**src/rtl/param_delay_line.sv**
```systemverilog
// Runtime-programmable sample delay line built on one circular buffer of MAX_DEPTH words.
// Optional feedback echo path is compiled in when DLY_ECHO_EN is defined (adds echo_on port).
module param_delay_line #(
    parameter int unsigned DATA_W      = 8,
    parameter int unsigned MAX_DEPTH   = 90,
    parameter int unsigned DSEL_W      = 7,
    parameter int unsigned DEFAULT_DLY = 30,
    parameter int unsigned ECHO_SHIFT  = 1
) (
    input  logic              clock,
    input  logic              reset_n,
    input  logic              en,
    input  logic [DATA_W-1:0] data_in,
    input  logic [DSEL_W-1:0] delay,
    input  logic              delay_load,
    input  logic              flush,
`ifdef DLY_ECHO_EN
    input  logic              echo_on,
`endif
    output logic [DATA_W-1:0] data_out,
    output logic              out_valid,
    output logic              delay_err
);

    localparam logic [DSEL_W-1:0] MAX_W = DSEL_W'(MAX_DEPTH);
    localparam logic [DSEL_W-1:0] DEF_W = DSEL_W'(DEFAULT_DLY);

    if (MAX_DEPTH < 2 || (2 ** DSEL_W) <= MAX_DEPTH || DEFAULT_DLY < 1 ||
        DEFAULT_DLY > MAX_DEPTH || ECHO_SHIFT >= DATA_W) begin : g_param_check
        $error("param_delay_line: inconsistent parameter set");
    end

    logic [DATA_W-1:0] mem [MAX_DEPTH];
    logic [DSEL_W-1:0] wp;
    logic [DSEL_W-1:0] fill;
    logic [DSEL_W-1:0] active_dly;
    logic [DSEL_W-1:0] rd_addr;
    logic [DSEL_W-1:0] wp_next;
    logic [DSEL_W-1:0] fill_next;
    logic [DATA_W-1:0] rd_word;
    logic [DATA_W-1:0] wr_word;
    logic              rd_valid;
    logic              delay_legal;

    // Modular subtraction without a wider intermediate: MAX_W - D never underflows for a legal D.
    always_comb begin
        rd_addr = '0;
        if (wp >= active_dly) begin
            rd_addr = wp - active_dly;
        end else begin
            rd_addr = wp + (MAX_W - active_dly);
        end
    end

    always_comb begin
        rd_word     = mem[rd_addr];
        rd_valid    = (fill >= active_dly);
        wp_next     = (wp == MAX_W - 1'b1) ? '0 : wp + 1'b1;
        fill_next   = (fill == MAX_W) ? fill : fill + 1'b1;
        delay_legal = (delay != '0) && (delay <= MAX_W);
    end

`ifdef DLY_ECHO_EN
    logic [DATA_W-1:0] fb;
    logic [DATA_W:0]   echo_sum;

    always_comb begin
        fb       = rd_valid ? rd_word : '0;
        echo_sum = {1'b0, data_in} + {1'b0, fb >> ECHO_SHIFT};
        wr_word  = data_in;
        if (echo_on) begin
            wr_word = echo_sum[DATA_W] ? '1 : echo_sum[DATA_W-1:0];
        end
    end
`else
    always_comb begin
        wr_word = data_in;
    end
`endif

    // Storage is never reset; reset_n gates the write so an edge during reset cannot corrupt it.
    always_ff @(posedge clock) begin
        if (reset_n && en && !flush) begin
            mem[wp] <= wr_word;
        end
    end

    always_ff @(posedge clock or negedge reset_n) begin
        if (!reset_n) begin
            wp         <= '0;
            fill       <= '0;
            active_dly <= DEF_W;
            data_out   <= '0;
            out_valid  <= 1'b0;
            delay_err  <= 1'b0;
        end else begin
            delay_err <= delay_load && !delay_legal;
            if (delay_load && delay_legal) begin
                active_dly <= delay;
            end
            if (flush) begin
                wp        <= '0;
                fill      <= '0;
                data_out  <= '0;
                out_valid <= 1'b0;
            end else if (en) begin
                data_out  <= rd_valid ? rd_word : '0;
                out_valid <= rd_valid;
                wp        <= wp_next;
                fill      <= fill_next;
            end
        end
    end

endmodule

```
**config.mk**
```make
export PLATFORM = sky130hd
export DESIGN_NAME = param_delay_line
export DESIGN_NICKNAME = d
export VERILOG_FILES = /design/src/rtl/param_delay_line.sv
export SDC_FILE = /design/constraint.sdc
export NUM_CORES = 1
export LEC_CHECK = 0
export CAP_MARGIN = 40
export CORE_MARGIN = 1
export CORE_UTILIZATION = 50
export CTS_BUF_LIST = sky130_fd_sc_hd__clkbuf_4 sky130_fd_sc_hd__clkbuf_8 sky130_fd_sc_hd__clkbuf_16
export DETAILED_ROUTE_END_ITERATION = 10
export HOLD_SLACK_MARGIN = 0.08
export PLACE_DENSITY = 0.74
export SYNTH_ARGS = -nofsm -noshare
export SYNTH_HDL_FRONTEND = slang
export SYNTH_SLANG_ARGS = --single-unit
```
**constraint.sdc**
```tcl
create_clock -name clock -period 5.6 [get_ports clock]
set_input_delay 1.68 -clock clock [delete_from_list [all_inputs] [get_ports clock]]
set_output_delay 1.68 -clock clock [all_outputs]
set_load 0.005 [all_outputs]
```
Word level (Yosys, flattened, before mapping)
Memory sizes are Yosys's and may differ from the RTL's.
Index checks and enable logic that the tools add are counted.
{"block": "classes", "addsub": 5, "magnitude_cmp": 3, "n_eq_ne": 3, "mux": 14, "n_reduce_logical": 10}
{"operator": "7-bit 2-to-1 mux", "n": 7}
{"operator": "8-bit 2-to-1 mux", "n": 3}
{"operator": "7-bit by 1-bit adder with 7-bit output, second input constant", "n": 2}
{"operator": "7-bit equality test, second input constant", "n": 2}
{"operator": "7-bit >= comparator", "n": 2}
{"operator": "7-bit adder", "n": 1}
{"operator": "7-bit <= comparator, second input constant", "n": 1}
{"operator": "7-bit nonzero test", "n": 1}
{"operator": "7-bit subtractor", "n": 1}
{"operator": "7-bit subtractor, first input constant", "n": 1}
{"operator": "1-bit logical AND", "n": 5}
{"operator": "1-bit 2-to-1 mux", "n": 4}
{"operator": "1-bit zero test", "n": 2}
{"operator": "2-bit inequality test, second input constant", "n": 1}
{"operator": "2-bit AND reduction", "n": 1}
{"operator": "2-bit nonzero test", "n": 1}
{"block": "totals", "reg_bits": 31, "ram_bits": 720, "out_inout_bits": 10, "wordCells": 42, "memories": 1}
{"memory": "mem", "depth": 90, "word_bits": 8, "read_ports": 1, "rd_clocked_by_memory_dff": 0, "wr": 1, "line": "33", "rtl": "logic [DATA_W-1:0] mem [MAX_DEPTH];"}

Longest topological paths before layout
Gate-level depths: netlist of the first run.
An unclocked memory read counts as a cell.
{"block": "logic_depth", "word_depth": 7, "ltp_mapped": 17, "mapped_depth_nobuf": 14}

Worst setup path before layout of the first run
OpenSTA, ideal clock, no wires.
{"block": "synth_path", "path_type": "register to register", "startpoint": "register wp[1]", "endpoint": "register data_out[1]", "setup_ps": 95, "t_arrival_ps": 4136, "required_time_ps": 5505, "slack_ps": 1368, "stages_incl_launch_ff": 17, "cell_sequence": "dfrtp_1 > clkbuf_1 > clkinv_1 > ha_1 > inv_1 > ha_1 > fa_1 > buf_2 > clkinv_1 > a211oi_4 > a22oi_2 > clkbuf_1 > o22ai_1 > nor3_1 > nor4_1 > o21ai_0 > o31ai_1"}
{"block": "synth_between", "elab_chain_len": 6}
{"element": "start: declaration", "line": "34", "rtl": "logic [DSEL_W-1:0] wp;"}
{"element": "start signal: assignment", "line": "109", "rtl": "wp <= wp_next;"}
{"element": "7-bit adder (tied with other cells)", "line": "51", "rtl": "rd_addr = wp + (MAX_W - active_dly);"}
{"element": "7-bit 2-to-1 mux (*)", "line": "48", "rtl": "if (wp >= active_dly) begin"}
{"element": "memory 90 x 8 bit (*)"}
{"element": "8-bit 2-to-1 mux (*)", "line": "107", "rtl": "data_out <= rd_valid ? rd_word : '0;"}
{"element": "8-bit 2-to-1 mux (*)", "line": "106", "rtl": "end else if (en) begin"}
{"element": "8-bit 2-to-1 mux (*)", "line": "101", "rtl": "if (flush) begin"}
{"element": "end signal: assignment", "line": "107"}
{"element": "end: declaration", "line": "20", "rtl": "output logic [DATA_W-1:0] data_out,"}
Every way passes the cells marked *; elsewhere a longest branch is shown, timed or not. The select of a mux whose other input is x is not followed.
A chain may end at the register's enable or synchronous reset.

Final worst setup path of the first run
{"block": "layout_path", "startpoint": "register wp[0]", "endpoint": "register data_out[5]"}
The elaborated chain is that of the path after synthesis.

==> qor.yml, run 1 <==
route:
  drc_errors: 0
  routed_wl_um: 88000
  via_per_inst: 6.45
  wire_per_inst_um: 28.3
  vias: 20098
  dr.pass1.iters: 6
  antenna_left: 0
  initialDrtViolationCount: 2823
timing:
  setup_violations: 0
  hold-worst-slack_ns: 0.491
  finalHoldViolCount: 0
  fin_crit_sh_pct: 96.8
  totalNegativeSetupSlack_ns: 0
  period_needed_ns: 5.42
  rsz0062_at_grt: "false"
  fmax_ghz: 0.184
  drv_slew: 0
  worstMarginPinSlew_ns: 1.05
  finClkSkew_ns: 0.0383
  relSlewSlack_pct: 30.0
place:
  place_hpwl_um: 57400
  place_congestion: 1.04
  io_buffers: 29
finish:
  n_antenna_cell: 0
  final_common_cell: "edfxtp_1"
  synthToLayoutAreaGrowth_pct: 13.7
  layout-drive-gt1-share_pct: 17.0
  fin_nets: 2262
  final_cell_mix: "edfxtp_1, mux2i_1, nor2_1, buf_4, o22ai_1"
  final_util_pct: 57.7
  num-fill-cells: 4742
synthesis:
  muxShareOfSynthArea_pct: 12.1
  synthXorXnorAreaFrac_pct: 0.576
  ys.flop_type: "edfxtp_1"
  yosysSeqAreaShare_pct: 69.7
  ys_async_sr_fraction_pct: 4.13
  ys_types: 74
  netlist_instances: 2102
  synth_top_family_by_area: "multiplexers"
  syn_nets: 2152
  synth_seq_cells: 751
  syn_area_um2: 32100
  synth_edf_count: 720
  syn_area_per_cell_um2: 15.3
  yosys.area_share.adder_pct: 1.26
  yosys.area_share.simple_pct: 5.61
  synth_compound_area_share_pct: 8.71
  yosysWarnings: 0
clocking:
  cts_made_buffers: 74
  htreeDepth: 3
  cts_tree: "built"
  cts_buffer_depth: 3
  cts_resized: 0
  holdBufCountCts: 0
  cts.sinks: 751
  root_buffer: "clkbuf_16"
  path_clk_slew_ns: 0.06
  postCtsSetupBuffers: 0
  clk_latency_ns: 0.62
global_route:
  overflow: 0
  grt_max_degree: 136
  grt_antenna_before_repair: 0
  grtUsageTotal_pct: 26.8
  grt_pass1_vias: 19599
  grt_first_pass_wirelength_um: 129000
setup_path:
  arrival_ns: 5.94
  reg2reg_to: "data_out[5]"
  cp.required_ns: 6.11
  ff2ff_setup_slack_ns: 0.18
  reg2reg_from: "wp[0]"
  cp-end-kind: "flip-flop"
  critical_path_class: "reg2reg"
  start_kind: "flip-flop"
  crit_path_max_fanout: 17
  reg2reg_depth: 12
flow_run:
  timing.max_cap.violations: 0
min_path:
  holdPathEnd: "out_valid"
  holdCritPathClass: "reg2reg"
  worstHoldStart: "out_valid"
  hold_depth: 1
power:
  finalPower_mw: 15.1
  p_per_area_nw_per_um2: 412
  leakage_nw: 12.5
  irDropWorstVdd_uv: 231
floorplanning:
  floorplan.io_pins: 30
  dieWidth_um: 256
  dieArea_um2: 65300
  start_util_pct: 50.8
  core_um2: 63300
  die_y_um: 256
  rows: 92
outcome:
  status: "completed"
-- cells by family after synthesis --
kind of cell    after synthesis
compound gates              384
mux                         357
xor+xnor                     19
simple gates                408
flops                       751
fa+ha+maj                    30
buf+inv                     153
-- worst max-delay path by stage --
stage	depth (start not counted)	slack [ns]	start	to
final	12	0.18	wp[0]	data_out[5]
after global routing	13	0.1	wp[1]	data_out[6]
after CTS	12	0.47	wp[0]	data_out[5]
after detailed placement	12	0.50	wp[0]	data_out[5]
after global placement	12	0.58	wp[0]	data_out[5]
after floorplan	16	1.37	wp[1]	data_out[1]
-- state kept, by name (all words and copies together) (netlist names) --
name and count:
delay_err 1, data_out 8, out_valid 1, mem 720
fill 7, active_dly 7, wp 7
-- stage by stage --
step                std cells  setup WS [ns]  instance area, um2
finish                   3114          0.177               36500
detailed placement       2980          0.503               34100
global route             3114         0.0992               36500
global placement         2969          0.579               33900
CTS                      3112          0.469               36500
floorplan                2102           1.37               32100
-- Yosys cell counts (all sizes together), types with 18 or more instances --
| cell | n | share of area (%) |
|---|---|---|
| mux2 | 82 | 2.9 |
| mux4 | 18 | 1.3 |
| nor3 | 32 | 0.50 |
| o221ai | 24 | 0.65 |
| buf | 63 | 0.95 |
| a21oi | 43 | 0.70 |
| nand3 | 40 | 0.62 |
| a22oi | 20 | 0.48 |
| nor2 | 189 | 2.2 |
| o22ai | 89 | 1.7 |
| nor4 | 30 | 0.58 |
| inv | 24 | 0.28 |
| dfrtp | 27 | 2.1 |
| a211oi | 23 | 0.61 |
| ha | 26 | 1.0 |
| nand2 | 82 | 0.96 |
| clkbuf | 63 | 0.74 |
| mux2i | 257 | 8.0 |
| o21ai | 48 | 0.76 |
| a32oi | 22 | 0.60 |
| edfxtp | 720 | 67 |
-- layout make-up --
class / count / area (um2) / area share (%)
Multi-Input combinational cell: 1198 / 9170 / 25.1
Tap cell: 846 / 1060 / 2.90
Inverter: 27 / 101 / 0.277
Sequential cell: 751 / 22400 / 61.3
Clock inverter: 41 / 417 / 1.14
Clock buffer: 91 / 2020 / 5.53
Timing Repair Buffer: 160 / 1370 / 3.75
-- where the power goes --
part           switching [mW]  internal [mW]  leakage (nW)
clock                    2.10           2.90          1.18
combinational            2.51           1.35          4.40
sequential             0.0201           6.17          6.88
-- metal layers --
layer	vias up	share of wire, %	global-route usage, %
li1	8593	-	-
met1	10030	40	37.4
met2	1238	45	40.9
met3	237	11	6.05
met4	0	4.2	11.1
met5	-	0	0
-- worst max-delay path, stage by stage, from the launching register on --
cell      delay (ns)
dfrtp_1         0.60
clkinv_1        0.36
ha_4            0.33
nand2b_4        0.14
a211oi_1        0.76
o21ai_4         0.29
mux2i_2         0.50
buf_4           0.35
nand2b_1        0.79
a211oi_1        0.26
nor4_1          0.35
o21ai_0         0.26
o31ai_1         0.30
No activity file was read; power rests on OpenSTA's default activity.
==> run 2, diff against run 1 <==
Clock period 5.6 ns to 5.8 ns, I/O delays scaled along.
==> qor.yml, run 2 (synthesized netlist as in run 1, its figures left out) <==
outcome:
  status: "completed"
flow_run:
  timing.max_cap.violations: 0  # unchanged
route:
  drc_errors: 0  # unchanged
  vias: 20054  # -0.22%
  wire_per_inst_um: 27.8  # -1.7%
  dr.pass1.iters: 9  # +3
  antenna_left: 0  # unchanged
  via_per_inst: 6.39  # -0.95%
  routed_wl_um: 87200  # -0.94%
  initialDrtViolationCount: 2432  # -14%
power:
  leakage_nw: 12.6  # +1.1%
  power.share.clock_pct: 34.0  # +0.8 points
  p_comb_share_pct: 25.7  # about the same
  irDropWorstVdd_uv: 249  # +7.9%
  power.internal_mw: 10.3  # -1.5%
  p_seq_share_pct: 40.3  # -0.8 points
  p_per_area_nw_per_um2: 403  # -2.1%
  p_switching_mw: 4.58  # -1.0%
  swShare_pct: 30.8  # +0.10 points
  finalPower_mw: 14.8  # -1.4%
setup_path:
  cp-end-kind: "flip-flop"
  ff2ff_setup_slack_ns: 0.30  # +0.12 ns
  arrival_ns: 6.00  # +0.06 ns
  critical_path_class: "reg2reg"
  cp.required_ns: 6.30  # +0.19 ns
  start_kind: "flip-flop"
  crit_path_max_fanout: 26  # +9
place:
  io_buffers: 29  # unchanged
  place_hpwl_um: 57000  # -0.74%
  place_congestion: 0.986  # -4.9%
  postPlaceCellArea_um2: 34200  # +0.35%
  pre_cts_slack_ns: 0.549  # +0.0452 ns
floorplanning:
  floorplan.io_pins: 30  # unchanged
  core_um2: 63300  # unchanged
  start_util_pct: 50.8  # unchanged
  dieArea_um2: 65300  # unchanged
  dieWidth_um: 256  # unchanged
  die_y_um: 256  # unchanged
  rows: 92  # unchanged
clocking:
  postCtsSetupBuffers: 0  # unchanged
  cts_buffer_depth: 3  # unchanged
  root_buffer: "clkbuf_16"
  htreeDepth: 3  # unchanged
  cts_resized: 0  # unchanged
  cts_made_buffers: 79  # +6.8%
  cts.sinks: 751  # unchanged
  cts_tree: "built"
  holdBufCountCts: 0  # unchanged
  path_clk_slew_ns: 0.06  # about the same
  clk_latency_ns: 0.63  # about the same
finish:
  top_regs: "mem x720, data_out x8"
  num-fill-cells: 4765  # +0.49%
  n_antenna_cell: 0  # unchanged
  largest_register_ffs: 720  # unchanged
  final_common_cell: "edfxtp_1"
  final_cell_mix: "edfxtp_1, mux2i_1, nor2_1, buf_4, o22ai_1"
  multi_input_area_um2: 9170  # unchanged
  seqCellArea_um2: 22400  # unchanged
  regMostFlops: "mem"
  synthToLayoutAreaGrowth_pct: 14.5
  final_util_pct: 58.1  # +0.42 points
  layout-drive-gt1-share_pct: 17.9  # +0.92 points
  fin_nets: 2282  # +0.88%
  design_area_um2: 36800  # +0.73%
global_route:
  grt_max_degree: 107  # -21%
  grt_first_pass_wirelength_um: 127000  # -1.5%
  grt_pass1_vias: 19420  # -0.91%
  grt_antenna_before_repair: 2  # +2
  grtUsageTotal_pct: 26.4  # -0.39 points
  overflow: 0  # unchanged
timing:
  worstMarginPinSlew_ns: 0.951  # -0.0995 ns
  rsz0062_at_grt: "false"
  finalHoldViolCount: 0  # unchanged
  setup_violations: 0  # unchanged
  setup_slack_ns: 0.300  # +0.123 ns
  relSlewSlack_pct: 36.0  # +6.0 points
  period_needed_ns: 5.50  # +0.0774 ns
  totalNegativeSetupSlack_ns: 0  # unchanged
  finClkSkew_ns: 0.0292  # -0.00911 ns
  fmax_ghz: 0.182  # -1.4%
  drv_slew: 0  # unchanged
  fin_crit_sh_pct: 94.8  # -2.0 points
min_path:
  holdCritPathClass: "reg2reg"
run 2: worst max-delay path, cell delays in order, from the launching register on:
cell	delay [ns]
dfrtp_1	0.57
clkinv_1	0.39
ha_1	0.47
a211oi_1	0.75
o21ai_4	0.39
mux2i_2	0.72
nand2_1	0.42
buf_4	0.33
nor4_1	0.84
nor4_1	0.20
nor2_1	0.19
o31ai_1	0.09
run 2: power groups by stage:
stage	Sequential [mW]	Combinational, mW	Clock (mW)
6_report	5.98	3.82	5.05
4_1_cts	5.98	3.71	5.09
3_3_place_gp	6.09	3.59	0
2_1_floorplan	6.08	2.38	0
5_1_grt	5.98	3.97	5.29
3_5_place_dp	6.09	3.69	0
run 2: per-stage QoR:
stage          hold WS, ns  instances
4_1_cts              0.509       3134
6_report             0.502       3137
3_5_place_dp         0.495       2994
3_3_place_gp         0.491       2976
5_1_grt              0.510       3137
2_1_floorplan        0.473       2102
run 2: cell type report:
cell class	count	share of cell area [%]
clock inverters	43	1.20
repair buffers	175	4.03
inverters	27	0.275
multi-input cells	1198	24.9
flip-flops and latches	751	60.9
well taps	846	2.88
clock buffers	97	5.84
run 2: final timing paths:
| path | start | depth (start not counted) | endpoint |
|---|---|---|---|
| max | wp[1] | 11 | data_out[1] |
| min | out_valid | 1 | out_valid |
| max reg2reg | wp[1] | 11 | data_out[1] |
| min reg2reg | out_valid | 1 | out_valid |
| max in group asynchronous | reset_n | 2 | active_dly[2] |
| min in group asynchronous | reset_n | 2 | fill[4] |
run 2: routing by layer:
metal / GRT usage, % / up-vias / wire length [um]
met2: 41.4 / 1224 / 40400
met1: 35.5 / 9947 / 33300
met3: 6.39 / 267 / 9390
li1: - / 8612 / -
met4: 11.1 / 4 / 4150
met5: 0 / - / 26
